[src/rtl/backend_types.sv]
// Shared backend type package.
// Holds the instruction-queue entry layout plus fetch-side state and constants.
package backend_types;

  // One instruction-queue entry: the fetch PC and the instruction word fetched from it.
  typedef struct packed {
    logic [31:0] pc;
    logic [31:0] inst;
  } iqueue_t;

  // Fetch FSM states:
  //   REQ   - ready to issue a request for pc_r
  //   WAIT  - one request outstanding
  //   HOLD  - response captured in hold_r, waiting for queue space
  //   DRAIN - redirected while a request was in flight; swallow its response
  typedef enum logic [1:0] {
    REQ   = 2'd0,
    WAIT  = 2'd1,
    HOLD  = 2'd2,
    DRAIN = 2'd3
  } fetch_state_t;

  localparam logic [3:0] IMEM_RMASK_WORD = 4'hF;

endpackage

[src/rtl/fetch_unit.sv]
// Instruction fetch front end.
// Walks a PC from RESET_VEC, fetches one 32-bit word per imem request and pushes {pc, inst}
// into the instruction queue. Handles queue backpressure and backend redirects.
// Ports:
//   clk, rst                      clock, synchronous active-high reset
//   imem_addr/imem_rmask          request address and read mask (4'hF for one cycle per request)
//   imem_rdata/imem_resp          response word and one-cycle response pulse
//   iq_wen/iq_wdata/iq_full       instruction queue push, entry and full flag
//   redirect_valid/redirect_pc    backend flush and new fetch PC
module fetch_unit
  import backend_types::*;
#(
  parameter logic [31:0] RESET_VEC = 32'h6000_0000
) (
  input  logic        clk,
  input  logic        rst,
  output logic [31:0] imem_addr,
  output logic [3:0]  imem_rmask,
  input  logic [31:0] imem_rdata,
  input  logic        imem_resp,
  output logic        iq_wen,
  output iqueue_t     iq_wdata,
  input  logic        iq_full,
  input  logic        redirect_valid,
  input  logic [31:0] redirect_pc
);

  fetch_state_t state_r, state_d;
  logic [31:0]  pc_r, pc_d;
  logic [31:0]  hold_r, hold_d;

  logic [31:0]  w_pc_inc;
  logic [31:0]  w_redirect_pc;

  assign w_pc_inc      = pc_r + 32'd4;
  assign w_redirect_pc = {redirect_pc[31:2], 2'b00};

  always_ff @(posedge clk) begin
    if (rst) begin
      state_r <= REQ;
      pc_r    <= RESET_VEC;
      hold_r  <= '0;
    end else begin
      state_r <= state_d;
      pc_r    <= pc_d;
      hold_r  <= hold_d;
    end
  end

  always_comb begin
    state_d    = state_r;
    pc_d       = pc_r;
    hold_d     = hold_r;
    imem_addr  = '0;
    imem_rmask = '0;
    iq_wen     = 1'b0;
    iq_wdata   = '0;

    if (!rst) begin
      unique case (state_r)
        REQ: begin
          if (redirect_valid) begin
            pc_d = w_redirect_pc;
          end else if (!iq_full) begin
            imem_addr  = pc_r;
            imem_rmask = IMEM_RMASK_WORD;
            state_d    = WAIT;
          end
        end

        WAIT: begin
          if (redirect_valid) begin
            pc_d = w_redirect_pc;
            // A response arriving with the redirect is simply dropped; otherwise it is
            // still coming and must be drained before the next request.
            state_d = imem_resp ? REQ : DRAIN;
          end else if (imem_resp) begin
            if (!iq_full) begin
              iq_wen        = 1'b1;
              iq_wdata.pc   = pc_r;
              iq_wdata.inst = imem_rdata;
              pc_d          = w_pc_inc;
              // Issue the next request in the same cycle to sustain one word per cycle.
              imem_addr     = w_pc_inc;
              imem_rmask    = IMEM_RMASK_WORD;
            end else begin
              hold_d  = imem_rdata;
              state_d = HOLD;
            end
          end
        end

        HOLD: begin
          if (redirect_valid) begin
            pc_d    = w_redirect_pc;
            state_d = REQ;
          end else if (!iq_full) begin
            iq_wen        = 1'b1;
            iq_wdata.pc   = pc_r;
            iq_wdata.inst = hold_r;
            pc_d          = w_pc_inc;
            state_d       = REQ;
          end
        end

        DRAIN: begin
          if (redirect_valid) pc_d = w_redirect_pc;
          if (imem_resp) state_d = REQ;
        end

        default: state_d = REQ;
      endcase
    end
  end

  a_no_push_when_full: assert property (@(posedge clk) disable iff (rst)
    iq_wen |-> !iq_full);

  a_rmask_legal: assert property (@(posedge clk) disable iff (rst)
    (imem_rmask == 4'h0) || (imem_rmask == IMEM_RMASK_WORD));

  // A new request may only leave REQ, or WAIT in the cycle the previous one completes.
  a_single_outstanding: assert property (@(posedge clk) disable iff (rst)
    (imem_rmask != 4'h0) |-> ((state_r == REQ) || (state_r == WAIT && imem_resp)));

  a_no_stray_resp: assert property (@(posedge clk) disable iff (rst)
    imem_resp |-> ((state_r == WAIT) || (state_r == DRAIN)));

endmodule
[config.mk]
export PLATFORM = sky130hd
export DESIGN_NAME = fetch_unit
export DESIGN_NICKNAME = d
export VERILOG_FILES = /design/src/rtl/backend_types.sv /design/src/rtl/fetch_unit.sv
export SDC_FILE = /design/constraint.sdc
export NUM_CORES = 1
export LEC_CHECK = 0
export BUFFER_PORTS_ARGS = -buffer_cell sky130_fd_sc_hd__buf_4
export CAP_MARGIN = 20
export CORE_MARGIN = 10
export CORE_UTILIZATION = 35
export DETAILED_ROUTE_END_ITERATION = 12
export PLACE_DENSITY = 0.66
export SLEW_MARGIN = 20
export SYNTH_ARGS = -nofsm -noshare
export SYNTH_HDL_FRONTEND = slang
export SYNTH_SLANG_ARGS = --single-unit
[constraint.sdc]
create_clock -name clk -period 2.38 [get_ports clk]
set_input_delay 0.357 -clock clk [delete_from_list [all_inputs] [get_ports clk]]
set_output_delay 0.357 -clock clk [all_outputs]
set_load 0.03 [all_outputs]
### Word-level counts from Yosys, hierarchy flattened

Index checks and enable logic that the tools add are counted.

| cells by class | value |
|---|---|
| multiplexer cells | 42 |
| bitwise logic cells | 1 |
| equality and inequality tests | 10 |
| $add $sub $neg | 1 |
| reduce and logical (&&, ||, !) cells | 5 |

Operators by type and width:

| cell | count |
|---|---|
| 64-bit two-way mux | 6 |
| 32-bit two-way mux | 11 |
| 64-bit one-hot mux with 2 select lines | 1 |
| 32-bit one-hot mux with 3 select lines | 1 |
| 32-bit one-hot mux with 2 select lines | 1 |
| 32-bit by 3-bit adder with 32-bit output (second input constant) | 1 |
| 4-bit two-way mux | 5 |
| 2-bit two-way mux | 9 |
| 3-bit != test (second input constant) | 3 |
| 2-bit one-hot mux with 4 select lines | 1 |
| 4-bit one-hot mux with 2 select lines | 1 |
| 2-bit != test (second input constant) | 3 |
| 6-bit AND reduction | 1 |
| 1-bit two-way mux | 5 |
| 2-bit == test (second input constant) | 2 |
| 4-bit AND reduction | 1 |
| 2-bit by 1-bit == test with 1-bit output (second input constant) | 1 |
| 2-bit logical NOT | 1 |
| 2-bit by 1-bit != test with 1-bit output (second input constant) | 1 |
| 1-bit one-hot mux with 2 select lines | 1 |
| 2-bit AND reduction | 1 |
| 2-bit OR reduction | 1 |
| 1-bit inverter | 1 |

| storage, ports and cells | value |
|---|---|
| logic and storage cells | 62 |
| bits of input ports | 69 |
| register bits | 66 |

### Logic depth before layout (Yosys ltp)

| depth | value |
|---|---|
| depth in word-level cells | 6 |
| mapped depth | 9 |
| depth with buffers taken out | 7 |

### Least setup slack after synthesis

OpenSTA, ideal clock, no wires.

| timing path | value |
|---|---|
| path kind | register to output |
| start point | register state_r[1] |
| end point | output imem_addr[11] |
| setup slack | -0.190 ns |
| stages on the path, launching flop included | 8 |
| data required time | 2.023 ns |
| data arrival time | 2.213 ns |
| cell sequence | dfxtp_1 > inv_1 > ha_1 > nor4bb_1 > buf_2 > nand2_1 > clkbuf_1 > o31ai_1 |

| on the way | value |
|---|---|
| word-level cells in the longest chain between the ends | 3 |
| elaborated cells on any way between the ends | 4 |
| classes of those cells | eq/ne: 1; mux: 2; reduce/logical: 1 |

Ends and longest elaborated chain:

| what | RTL line | text |
|---|---|---|
| start, declared | fetch_unit.sv:28 | `fetch_state_t state_r, state_d;` |
| start signal, assigned | fetch_unit.sv:44 | `state_r <= state_d;` |
| 2-bit by 1-bit == test with 1-bit output or 2-bit logical NOT (tied branches) | fetch_unit.sv:60 | `unique case (state_r)` |
| 32-bit one-hot mux with 2 select lines * | fetch_unit.sv:60 |  |
| 32-bit two-way mux * | fetch_unit.sv:59 | `if (!rst) begin` |
| end, declared | fetch_unit.sv:17 | `output logic [31:0] imem_addr,` |

Mark *: on every way between the ends. The rest lies on a longest branch, timed or not.

### Worst setup path after layout

| timing path | value |
|---|---|
| start point | register pc_r[3] |
| end point | output imem_addr[19] |

| on the way | value |
|---|---|
| word-level cells in the longest chain between the ends | 6 |

Ends and longest elaborated chain:

| what | RTL line | text |
|---|---|---|
| start, declared | fetch_unit.sv:29 | `logic [31:0] pc_r, pc_d;` |
| start signal, assigned | fetch_unit.sv:45 | `pc_r <= pc_d;` |
| 32-bit by 3-bit adder with 32-bit output | fetch_unit.sv:35 | `assign w_pc_inc = pc_r + 32'd4;` |
| 32-bit two-way mux | fetch_unit.sv:78 | `if (!iq_full) begin` |
| 32-bit two-way mux | fetch_unit.sv:77 | `end else if (imem_resp) begin` |
| 32-bit two-way mux | fetch_unit.sv:72 | `if (redirect_valid) begin` |
| 32-bit one-hot mux with 2 select lines | fetch_unit.sv:60 |  |
| 32-bit two-way mux | fetch_unit.sv:59 |  |

Every way passes these cells.

==> flow_metrics.tcl <==
set metrics [dict create \
    cp-end-kind "output port" \
    worst_slack_ns -0.109 \
    slowest_stage "dfxtp_2" \
    die_h_um 136 \
    clock_latency_ns 0.34 \
    min_period_over_period_pct 105 \
    startpoint_type "flop" \
    drt_wl_total_mm 19.7 \
    syn_area_um2 4740 \
    ant_nets 0 \
    numCtsBuffers 9 \
    synth_area_leaders "dfxtp_1 27%, nand2_1 8.6%, a21oi_1 6.9%, a22oi_1 6.5%, nor2_1 5.7%" \
    diodes 0 \
    cts_root_buf "clkbuf_16" \
    n_fill_cell 1193 \
    cp_common_cell "buf_4" \
    yosysTopAreaCell "dfxtp_1" \
    dp_hpwl_mm 13.3 \
    grt_pass1_wl_mm 29.2 \
    place_inst 1023 \
    r2r_slack_ns 0.29 \
    grt_antenna_before_repair 0 \
    synth_top_flop_cell "dfxtp_1" \
    crit_family "simple AND/OR/NAND/NOR gates" \
    crit_type "flop to output port" \
    layout.cells.non_filler 1068 \
    r2r_start "state_r[1]$_SDFFE_PP0P_" \
    cp-startpoint "pc_r[3]$_SDFFE_PP0P_" \
    fp.dieArea_um2 18600 \
    grt_max_degree 59 \
    cp.depth 7 \
    port_buffers 163 \
    rr_worst_depth 8 \
    postLayoutCoreUtil_pct 59.1 \
    holdBufCountCts 0 \
    first_global_vias 5689 \
    max_stage_delay_ns 0.36 \
    rsz0062_at_grt "true" \
    arrival_ns 2.13 \
    async_reset_ff_share_pct 0 \
    hold_viol 0 \
    worstPathMaxFanout 4 \
    clockBufferDepth 2 \
    worst_ep_required_time_ns 2.02 \
    setup_viol 25 \
    synth-seq-cells 64 \
    leakagePower_nw 3.09 \
    hold_ws_ns 0.261 \
    finalSetupTns_ns -0.889 \
    htree_levels 3 \
    synth_most_common_cell "nand2_1" \
    synthDistinctLibCells 69 \
    max_freq_mhz 402 \
    overflow 0 \
    slew_headroom_pct 54.1 \
    slew_violations 0 \
    tritoncts "yes" \
    worst_clock_skew_ns 0.00623 \
    cap_viol_max_count 0 \
    ys_warn_count 0 \
    hold_path.class "input pin to flop" \
    ys_seq_area_share_pct 27.0 \
    core_area_um2 13200 \
    firstDrtPassIters 5 \
    worst_pin_slew_ns 0.689 \
    netlist_top_cells_count "109 x nand2_1, 72 x nor2_1, 65 x a21oi_1, 64 x dfxtp_1, 41 x a22oi_1" \
    reg2reg_to "pc_r[27]$_SDFFE_PP0P_" \
    synth_area_per_cell_um2 7.01 \
    wire_per_inst_um 18.4 \
    syn_to_final_growth_pct 65.3 \
    vias_per_cell 5.57 \
    nets 961 \
    vias 5949 \
    status "complete, but fails checks" \
    holdPathStages 3 \
    row_count 42 \
    place.gp.congestion 0.959 \
    drive_gt1_share_pct 45.4 \
    drc_errors 0 \
    die_x_um 136 \
    synth_edf_count 0 \
    cts_sinks 64 \
    cp_num_buf_inv 2 \
    grt_usage_pct 19.2 \
    crit_chain "nand4_1 -> buf_4 -> nor2_1 -> nand3_1 -> or3_1 -> o21ai_1 -> buf_4" \
    ir_worst_vdd_mv 0.290 \
    pin_count 170 \
    start_util_pct 35.8 \
    p_total_mw 3.56 \
    violations "setup timing" \
    netlist.area_leader.share_pct 27.0 \
    clkSlewWorstSetupHoldPaths_ns 0.05 \
    cp-endpoint "imem_addr[19]" \
    synth_cells 676 \
    p_per_area_nw_per_um2 454 \
    drt_iter0_drc 413 \
    period_minus_slack_ns 2.49 \
]
## cells by family after synthesis
| family | synth area share [%] |
|---|---|
| adders and majority gates | 1.32 |
| muxes | 0.449 |
| xor gates and xnor gates | 1.29 |
| DFF | 27.0 |
| buffers and inverters | 8.90 |
| AOI/OAI and AO/OA | 27.8 |
| other | 0.0792 |
| and+or+nand+nor | 33.1 |
## power by group
part / switching, mW / total [mW] / internal, mW
combinational: 0.537 / 0.940 / 0.403
clock: 0.504 / 1.43 / 0.924
sequential: 0.0571 / 1.19 / 1.13
total: 1.10 / 3.56 / 2.46
## cell type report
class	instances	area [um2]	share of cell area (%)
Tap cell	176	220	2.81
Inverter	15	56.3	0.719
Sequential cell	64	1310	16.7
Multi-Input combinational cell	532	3600	46.0
Clock inverter	2	35.0	0.447
Clock buffer	14	284	3.63
Timing Repair Buffer	265	2320	29.7
## per-layer routing
| metal | wire [um] | part of all wire, % | vias to the layer above | global-route usage [%] |
|---|---|---|---|---|
| li1 | - | - | 2840 | - |
| met3 | 2070 | 11 | 46 | 7.90 |
| met1 | 7720 | 39 | 2789 | 22.4 |
| met4 | 556 | 2.8 | 0 | 6.57 |
| met2 | 9340 | 47 | 274 | 31.1 |
| met5 | 0 | 0 | - | 0 |
## placed cells by master (no fill, tap or decap), drive strengths merged, types with 5 or more instances in the layout
cell type / count
nand2: 110
and2: 28
clkbuf: 17
o31a: 5
nor4: 11
a21oi: 65
nor3: 20
nand4: 12
a31oi: 13
xnor2: 6
buf: 262
a22oi: 41
or3: 13
o31ai: 11
inv: 13
ha: 5
o21ai: 29
and3: 5
dfxtp: 64
nor2: 73
nand3: 23
o211ai: 6
## stage by stage
step,area (um2),worst slack (ns)
after floorplan,4790,-0.190
after global placement,6480,-0.0625
after detailed placement,6480,-0.0689
after CTS,7150,-0.0559
after global routing,7830,-0.186
final,7830,-0.109
## worst register-to-register path, delay by kind of cell, from the launching register on
| kind | cells | cell delay (ns) |
|---|---|---|
| fa+ha+maj | 1 | 0.26 |
| simple gates | 1 | 0.55 |
| buf+inv | 3 | 0.24 |
| compound gates | 3 | 0.56 |
| flops | 1 | 0.33 |
## sequential cells by signal (all words and copies together) (netlist names)
name	cells
state_r	2
hold_r	32
pc_r	30
## how the worst min path moves through the flow
stage                                         end                    start  slack (ns)
final                       pc_r[29]$_SDFFE_PP1P_          redirect_pc[29]        0.26
after floorplan            hold_r[0]$_SDFFE_PP0P_   hold_r[0]$_SDFFE_PP0P_        0.44
after detailed placement  hold_r[19]$_SDFFE_PP0P_  hold_r[19]$_SDFFE_PP0P_        0.45
after CTS                   pc_r[29]$_SDFFE_PP1P_          redirect_pc[29]        0.27
after global routing      hold_r[10]$_SDFFE_PP0P_           imem_rdata[10]        0.28
after global placement    hold_r[22]$_SDFFE_PP0P_  hold_r[22]$_SDFFE_PP0P_        0.44
## repair_timing
action | in CTS | in global routing
gates resized for setup | 59 | 120
buffers inserted | 15 | 8
setup endpoints to repair | 87 | 91
gates cloned | 1 | 5
pin swaps | 15 | 47
Power figures use the tool's default switching activity.
